--- src/rtl/matrix_pkg.sv ---
// matrix_pkg: definitions shared by the matrix loader and writer.
//   state_t  - FSM state encodings for the loader.
//   WORD_W   - width of one matrix element.
//   idx_w()  - width of an index that must count 0..n-1 (never less than 1 bit).
package matrix_pkg;

   localparam int unsigned WORD_W = 32;

   typedef enum logic [1:0] {
      s_idle = 2'b00,
      s_read = 2'b01,
      s_done = 2'b11
   } state_t;

   function automatic int unsigned idx_w(input int unsigned dim);
      return (dim <= 1) ? 1 : $clog2(dim);
   endfunction

endpackage

--- src/rtl/matrix_index_counter.sv ---
// matrix_index_counter: walks (i, j) over an n x n matrix in row- or column-major order.
// Ports:
//   clk, rst_n : clock, synchronous active-low reset
//   clear      : return to (0, 0)
//   step       : advance to the next element
//   i, j       : current row / column index
//   last       : current element is (n-1, n-1)
module matrix_index_counter
   import matrix_pkg::*;
#(
   parameter int unsigned n         = 8,
   parameter bit          COL_MAJOR = 1'b0,
   localparam int unsigned IW       = idx_w(n)
) (
   input  logic          clk,
   input  logic          rst_n,
   input  logic          clear,
   input  logic          step,
   output logic [IW-1:0] i,
   output logic [IW-1:0] j,
   output logic          last
);

   // Explicit compare to n-1 so non-power-of-two sizes wrap correctly.
   localparam logic [IW-1:0] MaxIdx = IW'(n - 1);

   logic [IW-1:0] r_i;
   logic [IW-1:0] r_j;

   always_ff @(posedge clk) begin
      if (!rst_n || clear) begin
         r_i <= '0;
         r_j <= '0;
      end else if (step) begin
         if (!COL_MAJOR) begin
            if (r_j != MaxIdx) begin
               r_j <= r_j + 1'b1;
            end else begin
               r_j <= '0;
               r_i <= (r_i != MaxIdx) ? r_i + 1'b1 : '0;
            end
         end else begin
            if (r_i != MaxIdx) begin
               r_i <= r_i + 1'b1;
            end else begin
               r_i <= '0;
               r_j <= (r_j != MaxIdx) ? r_j + 1'b1 : '0;
            end
         end
      end
   end

   assign i    = r_i;
   assign j    = r_j;
   assign last = (r_i == MaxIdx) && (r_j == MaxIdx);

endmodule

--- src/rtl/matrix_reader.sv ---
// matrix_reader: loads an n x n matrix from a strobe/ack word stream into the operand buffer.
// Ports:
//   clk, rst_n          : clock, synchronous active-low reset
//   start               : begin a transfer (only honoured when idle)
//   in_stb, in_data     : source word valid / word
//   in_ack              : one-cycle pulse, word taken
//   wr_en, wr_i, wr_j,
//   wr_data             : one-cycle buffer write strobe with position and word
//   busy                : transfer in progress
//   done                : full matrix loaded; held until the next start
module matrix_reader
   import matrix_pkg::*;
#(
   parameter int unsigned n         = 8,
   parameter bit          COL_MAJOR = 1'b0,
   localparam int unsigned IW       = idx_w(n)
) (
   input  logic              clk,
   input  logic              rst_n,
   input  logic              start,
   input  logic              in_stb,
   input  logic [WORD_W-1:0] in_data,
   output logic              in_ack,
   output logic              wr_en,
   output logic [IW-1:0]     wr_i,
   output logic [IW-1:0]     wr_j,
   output logic [WORD_W-1:0] wr_data,
   output logic              busy,
   output logic              done
);

   state_t            r_state;
   logic              r_in_ack;
   logic              r_wr_en;
   logic [IW-1:0]     r_wr_i;
   logic [IW-1:0]     r_wr_j;
   logic [WORD_W-1:0] r_wr_data;
   logic              r_busy;
   logic              r_done;

   logic          w_start_ok;
   logic          w_accept;
   logic [IW-1:0] w_i;
   logic [IW-1:0] w_j;
   logic          w_last;

   assign w_start_ok = (r_state == s_idle) && start;
   // The in_ack term blocks a second capture while the source still holds in_stb.
   assign w_accept   = (r_state == s_read) && in_stb && !r_in_ack;

   matrix_index_counter #(
      .n         (n),
      .COL_MAJOR (COL_MAJOR)
   ) u_idx (
      .clk   (clk),
      .rst_n (rst_n),
      .clear (w_start_ok),
      .step  (w_accept),
      .i     (w_i),
      .j     (w_j),
      .last  (w_last)
   );

   always_ff @(posedge clk) begin
      if (!rst_n) begin
         r_state   <= s_idle;
         r_in_ack  <= 1'b0;
         r_wr_en   <= 1'b0;
         r_wr_i    <= '0;
         r_wr_j    <= '0;
         r_wr_data <= '0;
         r_busy    <= 1'b0;
         r_done    <= 1'b0;
      end else begin
         r_in_ack <= 1'b0;
         r_wr_en  <= 1'b0;
         case (r_state)
            s_idle: begin
               if (start) begin
                  r_state <= s_read;
                  r_busy  <= 1'b1;
                  r_done  <= 1'b0;
               end
            end
            s_read: begin
               if (w_accept) begin
                  r_in_ack  <= 1'b1;
                  r_wr_en   <= 1'b1;
                  r_wr_i    <= w_i;
                  r_wr_j    <= w_j;
                  r_wr_data <= in_data;
                  if (w_last) begin
                     r_state <= s_done;
                     r_busy  <= 1'b0;
                  end
               end
            end
            s_done: begin
               r_done  <= 1'b1;
               r_state <= s_idle;
            end
            default: begin
               r_state <= s_idle;
               r_busy  <= 1'b0;
            end
         endcase
      end
   end

   assign in_ack  = r_in_ack;
   assign wr_en   = r_wr_en;
   assign wr_i    = r_wr_i;
   assign wr_j    = r_wr_j;
   assign wr_data = r_wr_data;
   assign busy    = r_busy;
   assign done    = r_done;

endmodule

--- config.mk ---
export PLATFORM = sky130hd
export DESIGN_NAME = matrix_reader
export DESIGN_NICKNAME = d
export VERILOG_FILES = /design/src/rtl/matrix_pkg.sv /design/src/rtl/matrix_index_counter.sv /design/src/rtl/matrix_reader.sv
export SDC_FILE = /design/constraint.sdc
export NUM_CORES = 1
export LEC_CHECK = 0
export BUFFER_PORTS_ARGS = -buffer_cell sky130_fd_sc_hd__buf_2
export CAP_MARGIN = 20
export CORE_ASPECT_RATIO = 1.25
export CORE_MARGIN = 10
export CORE_UTILIZATION = 29
export CTS_CLUSTER_SIZE = 28
export DETAILED_ROUTE_END_ITERATION = 8
export SYNTH_ARGS = -nofsm -noshare
export SYNTH_HDL_FRONTEND = slang
export SYNTH_SLANG_ARGS = --single-unit
export TNS_END_PERCENT = 20
--- constraint.sdc ---
create_clock -name clk -period 1.9 [get_ports clk]
set_input_delay 0.095 -clock clk [delete_from_list [all_inputs] [get_ports clk]]
set_output_delay 0.095 -clock clk [all_outputs]
set_load 0.05 [all_outputs]
==> summary.txt, run 1 <==
outcome = complete, no violations
first-pass GRT wire length = 7740 um
Fin Setup TNS = 0 ps
fraction of registers with async set/reset = 0%
Setup Fix Bufs, Post-CTS = 0
Reg clk slew, reported paths = 100 ps
sequential share of power = 54.7%
Core Region = 6250 um^2
Starting Density = 30.3%
Global Route met1 Usage = 9.95%
largest net degree at the start of global routing = 44
DR vias = 1616
CP peak stage delay = 470 ps
full die area = 10200 um^2
Synth warnings = 0
fillers = 684
switching power total = 0.560 mW
design area = 2420 um^2
compound-gate portion of the synthesized area = 19.5%
placed insts = 368
post-synthesis mux area share = 0%
Mapped Area = 1890 um^2
Worst slew margin = 68.1%
Slowest cell on crit path = or4_1
crit path max fanout = 6
net count after synthesis = 256
CP Launch Point = u_idx.j[0]$_SDFFE_PP0P_
Tot Pwr = 1.97 mW
cts repair resizes = 0
fin crit share = 80.6%
Hold Path End = wr_data[28]$_SDFFE_PN0P_
Peak VDD IR = 325 uV
setup violators final = 0
Most Crowded Layer GR = met2
Reg2Reg Depth = 5
GRT Total Usage = 9.22%
Final HPWL DP = 3480 um
vias per inst = 4.30
DRT Wirelength = 4740 um
worst-path cell chain = ha_1, ha_1, inv_1, or4_1, a21oi_1
worst endpoint data arrival time = 1770 ps
TritonCTS clock tree = done
f_max = 653 MHz
RSZ-0062 raised after global routing = no
EDFF count, synth = 0
DRC = 0
Worst Path Class, Setup = flip-flop to flip-flop
Hold Buf Count CTS = 0
met2 Track Usage GR = 15.5%
grt met3 use = 4.53%
Worst-Margin Slew = 479 ps
Root Driver = clkbuf_8
final antenna-violating net count = 0
Cell Area, Placed = 2340 um^2
chip height = 110 um
total of max-cap violations = 0
Final Max Slew Viols = 0
largest family of logic cells by synthesized area = simple AND/OR/NAND/NOR gates
RR Startpoint = u_idx.j[0]$_SDFFE_PP0P_
gr ovfl total = 0
CP Launch Type = flip-flop
H-tree depth = 2
WP data required = 2140 ps
Post-Syn Area per Cell = 8.76 um^2
iteration-0 DRC count of the detailed router = 42
clk_skew = 11.7 ps
die width = 92.3 um
worst setup margin = 368 ps
post-synthesis simple-gate area fraction = 20.0%
min-delay worst type = input port to flip-flop
post-synth cell types = 24
Leakage = 1.06 nW
register area = 981 um^2
Hold Fails Final Rpt = 0
reg2reg setup slack = 370 ps
Final Instance Count excl. Fillers = 376
Synth Area in Adders = 2.64%
portion of total power attributed to combinational logic = 14.4%
I/O Buffers = 77
cell count of the worst hold path = 3
sw frac = 28.5%
crit path time final = 1530 ps
routability cong. = 0.751
register area share after synthesis = 51.8%
layout cells sized above 1 = 31.3%
initial antenna violation count = 0
Avg WL per Cell = 12.6 um
# nets final = 330
DRT Pass-1 Iters = 4
worst reg2reg path endpoint = u_idx.i[0]$_SDFFE_PP0P_
post-synthesis xor/xnor area fraction = 0%
crit end category = flip-flop
post-synthesis instance total = 216
Longest Clk Path Bufs = 2
vias in the first global route = 1680
area of the multi-input gates = 803 um^2
area growth from synthesis to final layout = 28.1%
n_diodes = 0
Internal Pwr Total = 1.41 mW
clock sinks = 49
I/O Pins = 78
Pwr Density = 811 nW/um^2
Setup WS pre-CTS = 378 ps
Synth Register Bits = 49
most numerous cell on the critical path = ha_1
ys flop type = dfxtp_1
Min-Delay Startpoint = in_data[28]
Worst-Skew Late Latency = 300 ps
clock power share = 30.9%
Rows = 32
CTS Buf Count = 5
critical path, delay by kind of cell (launching register included):
| kind | cells | cell delay [ps] |
|---|---|---|
| AO/OA/AOI/OAI | 1 | 120 |
| buffers and inverters | 1 | 110 |
| adder cells (fa/ha/maj) | 2 | 380 |
| AND/OR/NAND/NOR | 1 | 470 |
| flip-flops | 1 | 390 |
flip-flops by register name, indices dropped and copies added, names as in the netlist:
signal / cells
wr_i: 3
u_idx.i: 3
wr_data: 32
u_idx.j: 3
wr_j: 3
done: 1
wr_en: 1
busy: 1
r_state: 2
kinds of logic (layout without fill, tap and decap cells):
kind of cell               Yosys count  count (layout)
DFF                                 49              49
adders and majority gates            4               4
AOI/OAI and AO/OA                   53              53
and+or+nand+nor                     92              92
buffers and inverters               18              93
metrics by stage:
step / hold WS [ps] / utilization, %
4_1_cts: 14.2 / 38.8
5_1_grt: 23.5 / 38.8
6_report: 28.9 / 38.8
3_3_place_gp: 335 / 37.4
3_5_place_dp: 339 / 37.4
2_1_floorplan: 230 / -
cells in the mapped netlist (2+ instances only):
cell type / n / area, um^2
clkbuf_1: 4 / 15.0
o21ai_0: 5 / 25.0
buf_6: 4 / 45.0
ha_1: 4 / 50.1
a21oi_1: 7 / 35.0
nor2_1: 2 / 7.51
inv_1: 3 / 11.3
nand3_1: 3 / 15.0
dfxtp_1: 49 / 981
nand2_1: 80 / 300
buf_2: 4 / 20.0
a21boi_1: 3 / 22.5
buf_4: 3 / 22.5
a21boi_0: 35 / 263
area by class of cell:
type / count / share of cell area, %
Clock buffer: 6 / 2.99
Clock inverter: 2 / 0.619
Inverter: 3 / 0.464
Multi-Input combinational cell: 149 / 33.1
Sequential cell: 49 / 40.5
Tap cell: 85 / 4.39
Timing Repair Buffer: 82 / 18.0
power by group through the flow:
stage / registers, mW / logic (mW) / clock network [mW]
3_3_place_gp: 1.10 / 0.288 / 0
4_1_cts: 1.08 / 0.290 / 0.653
2_1_floorplan: 1.21 / 0.0946 / 0
6_report: 1.08 / 0.283 / 0.609
3_5_place_dp: 1.10 / 0.289 / 0
5_1_grt: 1.08 / 0.309 / 0.683
layer usage:
layer,vias up,part of all wire [%]
met5,-,0
li1,856,-
met1,712,42
met3,4,8.7
met4,0,0.97
met2,44,48
how the worst max path moves through the flow:
stage | endpoint | slack [ps] | depth (start not counted)
3_5_place_dp | u_idx.i[0]$_SDFFE_PP0P_ | 380 | 5
3_3_place_gp | u_idx.i[0]$_SDFFE_PP0P_ | 430 | 5
5_1_grt | u_idx.i[0]$_SDFFE_PP0P_ | 280 | 5
2_1_floorplan | u_idx.j[1]$_SDFFE_PP0P_ | 440 | 5
6_report | u_idx.i[0]$_SDFFE_PP0P_ | 370 | 5
4_1_cts | u_idx.i[0]$_SDFFE_PP0P_ | 360 | 5
layout by cell type, fill, tap and decap left out, types with 3 or more instances in the layout:
cell type,instances
dfxtp_1,49
ha_1,4
a21boi_1,3
a21oi_1,7
clkbuf_8,5
a21boi_0,35
o21ai_0,5
nand2_1,80
inv_1,3
buf_2,77
nand3_1,3
buf_4,4
(Power assumes the default switching activity.)
==> inputs of run 2 (changes only) <==
clock period = 1.5 ns   (was 1.9 ns; I/O delays follow)
==> summary.txt, run 2 (synthesis results as in run 1) <==
outcome = complete, no violations
fin crit share = 94.5% (+14 points)
min-delay worst type = input port to flip-flop
Setup Fix Bufs, Post-CTS = 0 (unchanged)
I/O Pins = 78 (unchanged)
n_diodes = 0 (unchanged)
area growth from synthesis to final layout = 32.6%
Root Driver = clkbuf_8
WHS = 9.99 ps (-18.9 ps)
crit end category = flip-flop
# nets final = 337 (+2.1%)
Reg clk slew, reported paths = 90 ps (about the same)
Final Instance Count excl. Fillers = 383 (+1.9%)
Hold Fails Final Rpt = 0 (unchanged)
largest net degree at the start of global routing = 32 (-27%)
setup violators final = 0 (unchanged)
chip height = 110 um (unchanged)
crit path max fanout = 4 (-2)
DRC = 0 (unchanged)
GRT Total Usage = 9.42% (+0.20 points)
CP Launch Type = flip-flop
Largest register FFs = 32 (unchanged)
area of the multi-input gates = 812 um^2 (+1.1%)
iteration-0 DRC count of the detailed router = 54 (+29%)
DRT Pass-1 Iters = 4 (unchanged)
Avg WL per Cell = 12.6 um (-0.13%)
Tot Pwr = 2.55 mW (+29%)
worst endpoint data arrival time = 1650 ps (-120 ps)
vias in the first global route = 1679 (-0.060%)
Util after Layout = 40.2% (+1.4 points)
initial antenna violation count = 0 (unchanged)
RSZ-0062 raised after global routing = no
WP data required = 1730 ps (-410 ps)
H-tree depth = 2 (unchanged)
DRT Wirelength = 4820 um (+1.7%)
die width = 92.3 um (unchanged)
Final Max Slew Viols = 0 (unchanged)
Core Region = 6250 um^2 (unchanged)
TritonCTS clock tree = done
CP peak stage delay = 480 ps (about the same)
Longest Clk Path Bufs = 2 (unchanged)
DR vias = 1657 (+2.5%)
routability cong. = 0.791 (+5.3%)
Worst slew margin = 65.6% (-2.5 points)
Worst Path Class, Setup = flip-flop to flip-flop
most common cell after layout, fill and taps aside = nand2_1
Peak VDD IR = 337 uV (+3.6%)
full die area = 10200 um^2 (unchanged)
crit path time final = 1420 ps (-114 ps)
Worst-Skew Late Latency = 300 ps (about the same)
CTS Buf Count = 5 (unchanged)
f_max = 705 MHz (+8.0%)
most frequent cells in the layout = nand2_1 (80), buf_2 (77), dfxtp_1 (45)
Final HPWL DP = 3610 um (+3.7%)
first-pass GRT wire length = 7780 um (+0.45%)
Leakage = 1.10 nW (+3.8%)
Rows = 32 (unchanged)
register area = 986 um^2 (+0.51%)
final antenna-violating net count = 0 (unchanged)
worst-path cell chain = ha_1, ha_2, inv_1, or4_1, a21oi_2
Fin Setup TNS = 0 ps (unchanged)
Pwr Density = 1010 nW/um^2 (+25%)
clk_skew = 9.19 ps (-2.51 ps)
placed insts = 371 (+0.82%)
layout cells sized above 1 = 34.2% (+3.0 points)
vias per inst = 4.33 (+0.66%)
Starting Density = 30.3% (unchanged)
fillers = 688 (+0.58%)
total of max-cap violations = 0 (unchanged)
gr ovfl total = 0 (unchanged)
I/O Buffers = 77 (unchanged)
Worst-Margin Slew = 513 ps (+33.8 ps)
clock sinks = 49 (unchanged)
Slowest cell on crit path = or4_1
## run 2: cell count changes in the layout (fill, tap and decap cells not counted), moves of 2 or more
cell,delta
ha_1,-2
dfxtp_1,-4
clkinvlp_4,-2
ha_2,+2
dfxtp_2,+4
buf_4,+3
dlygate4sd3_1,+4
## run 2: repair_timing
item | in CTS | in global routing
hold buffers | 3 | 1
setup endpoints to repair | 0 | 2
gates resized for setup | 0 | 7
endpoints found under the hold margin | 3 | 1
## run 2: layout make-up
type	instances	area share (%)
Clock inverter	2	0.548
Multi-Input combinational cell	149	32.4
Timing Repair Buffer	89	19.8
Tap cell	85	4.24
Inverter	3	0.449
Sequential cell	49	39.3
Clock buffer	6	3.29
## run 2: worst max-delay path, delay by kind of cell (launching register included)
family                     cells  cell delay [ps]
DFF                            1              360
adders and majority gates      2              340
AOI/OAI and AO/OA              1              120
and+or+nand+nor                1              480
buffers and inverters          1               60
## run 2: worst paths after layout
kind / start / to / slack (ps) / depth (start not counted)
max: u_idx.j[0]$_SDFFE_PP0P_ / u_idx.i[0]$_SDFFE_PP0P_ / 80 / 5
min: in_data[26] / wr_data[26]$_SDFFE_PN0P_ / 10 / 3
max reg2reg: u_idx.j[0]$_SDFFE_PP0P_ / u_idx.i[0]$_SDFFE_PP0P_ / 80 / 5
min reg2reg: wr_data[26]$_SDFFE_PN0P_ / wr_data[26]$_SDFFE_PN0P_ / 460 / 2
## run 2: report_power, final
part,leakage [nW],internal (mW),switching (mW),total (mW)
sequential,0.400,1.34,0.0204,1.36
combinational,0.645,0.121,0.251,0.373
clock,0.0512,0.374,0.437,0.811
total,1.10,1.84,0.708,2.55
## run 2: metrics by stage
stage	area, um^2	setup slack, ps
after floorplan	1890	44.5
after global placement	2360	98.3
after detailed placement	2360	65.8
after CTS	2490	42.6
after global routing	2510	3.35
final	2510	81.9
## run 2: routing by layer
| layer | global-route usage [%] | vias up | part of all wire, % |
|---|---|---|---|
| li1 | - | 867 | - |
| met4 | 3.97 | 0 | 1.5 |
| met3 | 5.07 | 6 | 11 |
| met5 | 0 | - | 0 |
| met2 | 15.7 | 50 | 47 |
| met1 | 9.75 | 734 | 41 |
==> inputs of run 3 (changes only) <==
clock period = 1.55 ns   (was 1.5 ns; I/O delays follow)
==> summary.txt, run 3 (synthesis results as in run 1) <==
most frequent cells in the layout = nand2_1 (80), buf_2 (77), dfxtp_1 (49)
min-delay worst type = input port to flip-flop
CP Launch Type = flip-flop
die width = 92.3 um (unchanged)
Min-Delay Startpoint = in_data[22]
DRC = 0 (unchanged)
Largest register FFs = 32 (unchanged)
most common cell after layout, fill and taps aside = nand2_1
WP data required = 1780 ps (+50 ps)
I/O Buffers = 77 (unchanged)
buffers and inverters on the worst path = 1 (unchanged)
I/O Pins = 78 (unchanged)
sw frac = 27.6% (-0.21 points)
area of the multi-input gates = 806 um^2 (-0.77%)
H-tree depth = 2 (unchanged)
Tot Pwr = 2.39 mW (-6.2%)
vias in the first global route = 1515 (-9.8%)
Hold Path End = wr_data[22]$_SDFFE_PN0P_
largest net degree at the start of global routing = 31 (-3.1%)
f_max = 689 MHz (-2.3%)
portion of total power attributed to combinational logic = 14.7% (about the same)
RR Startpoint = u_idx.j[0]$_SDFFE_PP0P_
initial antenna violation count = 0 (unchanged)
Longest Clk Path Bufs = 2 (unchanged)
Avg WL per Cell = 12.6 um (about the same)
Setup Fix Bufs, Post-CTS = 0 (unchanged)
routability cong. = 0.777 (-1.8%)
vias per inst = 4.33 (about the same)
first-pass GRT wire length = 7580 um (-2.6%)
Hold Fails Final Rpt = 0 (unchanged)
register area = 981 um^2 (-0.51%)
Worst Path Class, Setup = flip-flop to flip-flop
Slowest cell on crit path = or4_1
Internal Pwr Total = 1.73 mW (-5.9%)
area growth from synthesis to final layout = 28.6%
worst reg2reg path endpoint = u_idx.i[0]$_SDFFE_PP0P_
Rows = 32 (unchanged)
DR vias = 1635 (-1.3%)
Fin Setup TNS = 0 ps (unchanged)
chip height = 110 um (unchanged)
GRT Total Usage = 9.06% (-0.36 points)
Reg clk slew, reported paths = 80 ps (about the same)
DRT Pass-1 Iters = 4 (unchanged)
reg2reg setup slack = 100 ps (+20 ps)
Worst-Margin Slew = 468 ps (-44.8 ps)
Hold Buf Count CTS = 0 (-3)
delay-heaviest family, CP = simple AND/OR/NAND/NOR gates
TritonCTS clock tree = done
Worst-Skew Late Latency = 290 ps (about the same)
fin crit share = 93.6% (-0.90 points)
Root Driver = clkbuf_8
RSZ-0062 raised after global routing = no
Peak VDD IR = 422 uV (+25%)
clock power share = 30.2% (-1.7 points)
CP peak stage delay = 460 ps (-20 ps)
Reg2Reg Depth = 5 (unchanged)
full die area = 10200 um^2 (unchanged)
cell count of the worst hold path = 3 (unchanged)
crit end category = flip-flop
switching power total = 0.660 mW (-6.9%)
setup violators final = 0 (unchanged)
crit path time final = 1450 ps (+33.3 ps)
Pwr Density = 981 nW/um^2 (-3.3%)
fillers = 671 (-2.5%)
final antenna-violating net count = 0 (unchanged)
layout cells sized above 1 = 31.4% (-2.8 points)
Util after Layout = 39.0% (-1.2 points)
clock sinks = 49 (unchanged)
sequential share of power = 55.2% (+1.7 points)
Worst slew margin = 68.6% (+3.0 points)
Core Region = 6250 um^2 (unchanged)
n_diodes = 0 (unchanged)
worst-path cell chain = ha_1, ha_2, inv_1, or4_1, a21oi_1
cts repair resizes = 0 (unchanged)
crit path max fanout = 4 (unchanged)
Final HPWL DP = 3570 um (-1.3%)
CTS Buf Count = 5 (unchanged)
outcome = complete, no violations
# nets final = 332 (-1.5%)
gr ovfl total = 0 (unchanged)
total of max-cap violations = 0 (unchanged)
Final Max Slew Viols = 0 (unchanged)
iteration-0 DRC count of the detailed router = 41 (-24%)
DRT Wirelength = 4760 um (-1.3%)
Leakage = 1.06 nW (-2.9%)
Starting Density = 30.3% (unchanged)
clk_skew = 1.43 ps (-7.77 ps)
worst endpoint data arrival time = 1680 ps (+30 ps)
-- run 3: cell types whose count changed in the layout (fill, tap and decap cells not counted), moves of 3 or more --
cell | previous run | this run
dfxtp_2 | 4 | 0
dlygate4sd3_1 | 4 | 0
clkbuf_1 | 0 | 3
dfxtp_1 | 45 | 49
-- run 3: metrics by stage --
| stage | hold WS, ps | instance area, um^2 | setup slack, ps | instances |
|---|---|---|---|---|
| 3_3_place_gp | 318 | 2350 | 150 | 370 |
| 4_1_cts | 3.17 | 2430 | 78.9 | 378 |
| 2_1_floorplan | 212 | 1890 | 94.5 | 216 |
| 6_report | 14.0 | 2430 | 98.6 | 378 |
| 5_1_grt | 12.5 | 2430 | 8.02 | 378 |
| 3_5_place_dp | 327 | 2350 | 102 | 370 |
-- run 3: worst max path at each step --
stage | startpoint | end | slack [ps] | cells past startpoint
finish | u_idx.j[0]$_SDFFE_PP0P_ | u_idx.i[0]$_SDFFE_PP0P_ | 100 | 5
global route | u_idx.j[0]$_SDFFE_PP0P_ | u_idx.i[0]$_SDFFE_PP0P_ | 8 | 5
CTS | u_idx.j[0]$_SDFFE_PP0P_ | u_idx.i[0]$_SDFFE_PP0P_ | 80 | 5
detailed placement | u_idx.j[0]$_SDFFE_PP0P_ | u_idx.i[0]$_SDFFE_PP0P_ | 100 | 5
global placement | u_idx.j[0]$_SDFFE_PP0P_ | u_idx.i[0]$_SDFFE_PP0P_ | 150 | 5
floorplan | wr_en$_SDFF_PN0_ | u_idx.j[1]$_SDFFE_PP0P_ | 90 | 5
-- run 3: layout make-up --
type | instances | share of cell area, %
inverter | 3 | 0.462
tap | 85 | 4.37
timing repair buffer | 84 | 18.5
clock buffer | 8 | 3.29
multi-input combinational | 149 | 33.1
sequential | 49 | 40.3
-- run 3: per-layer routing --
metal | wire, um | global-route usage (%) | share of wire, % | vias up
li1 | - | - | - | 856
met1 | 2050 | 10.7 | 43 | 728
met2 | 2240 | 14.1 | 47 | 48
met3 | 441 | 4.53 | 9.3 | 3
met4 | 30 | 2.98 | 0.63 | 0
met5 | 0 | 0 | 0 | -
-- run 3: power groups by stage --
stage	Sequential [mW]	Combinational [mW]	Clock, mW
6_report	1.32	0.350	0.720
5_1_grt	1.32	0.380	0.817
4_1_cts	1.32	0.358	0.770
3_5_place_dp	1.35	0.357	0
3_3_place_gp	1.35	0.354	0
2_1_floorplan	1.48	0.116	0
-- run 3: tightest hold or removal path: stages --
cell,delay (ps)
buf_2,90
nand2_1,40
a21boi_1,50
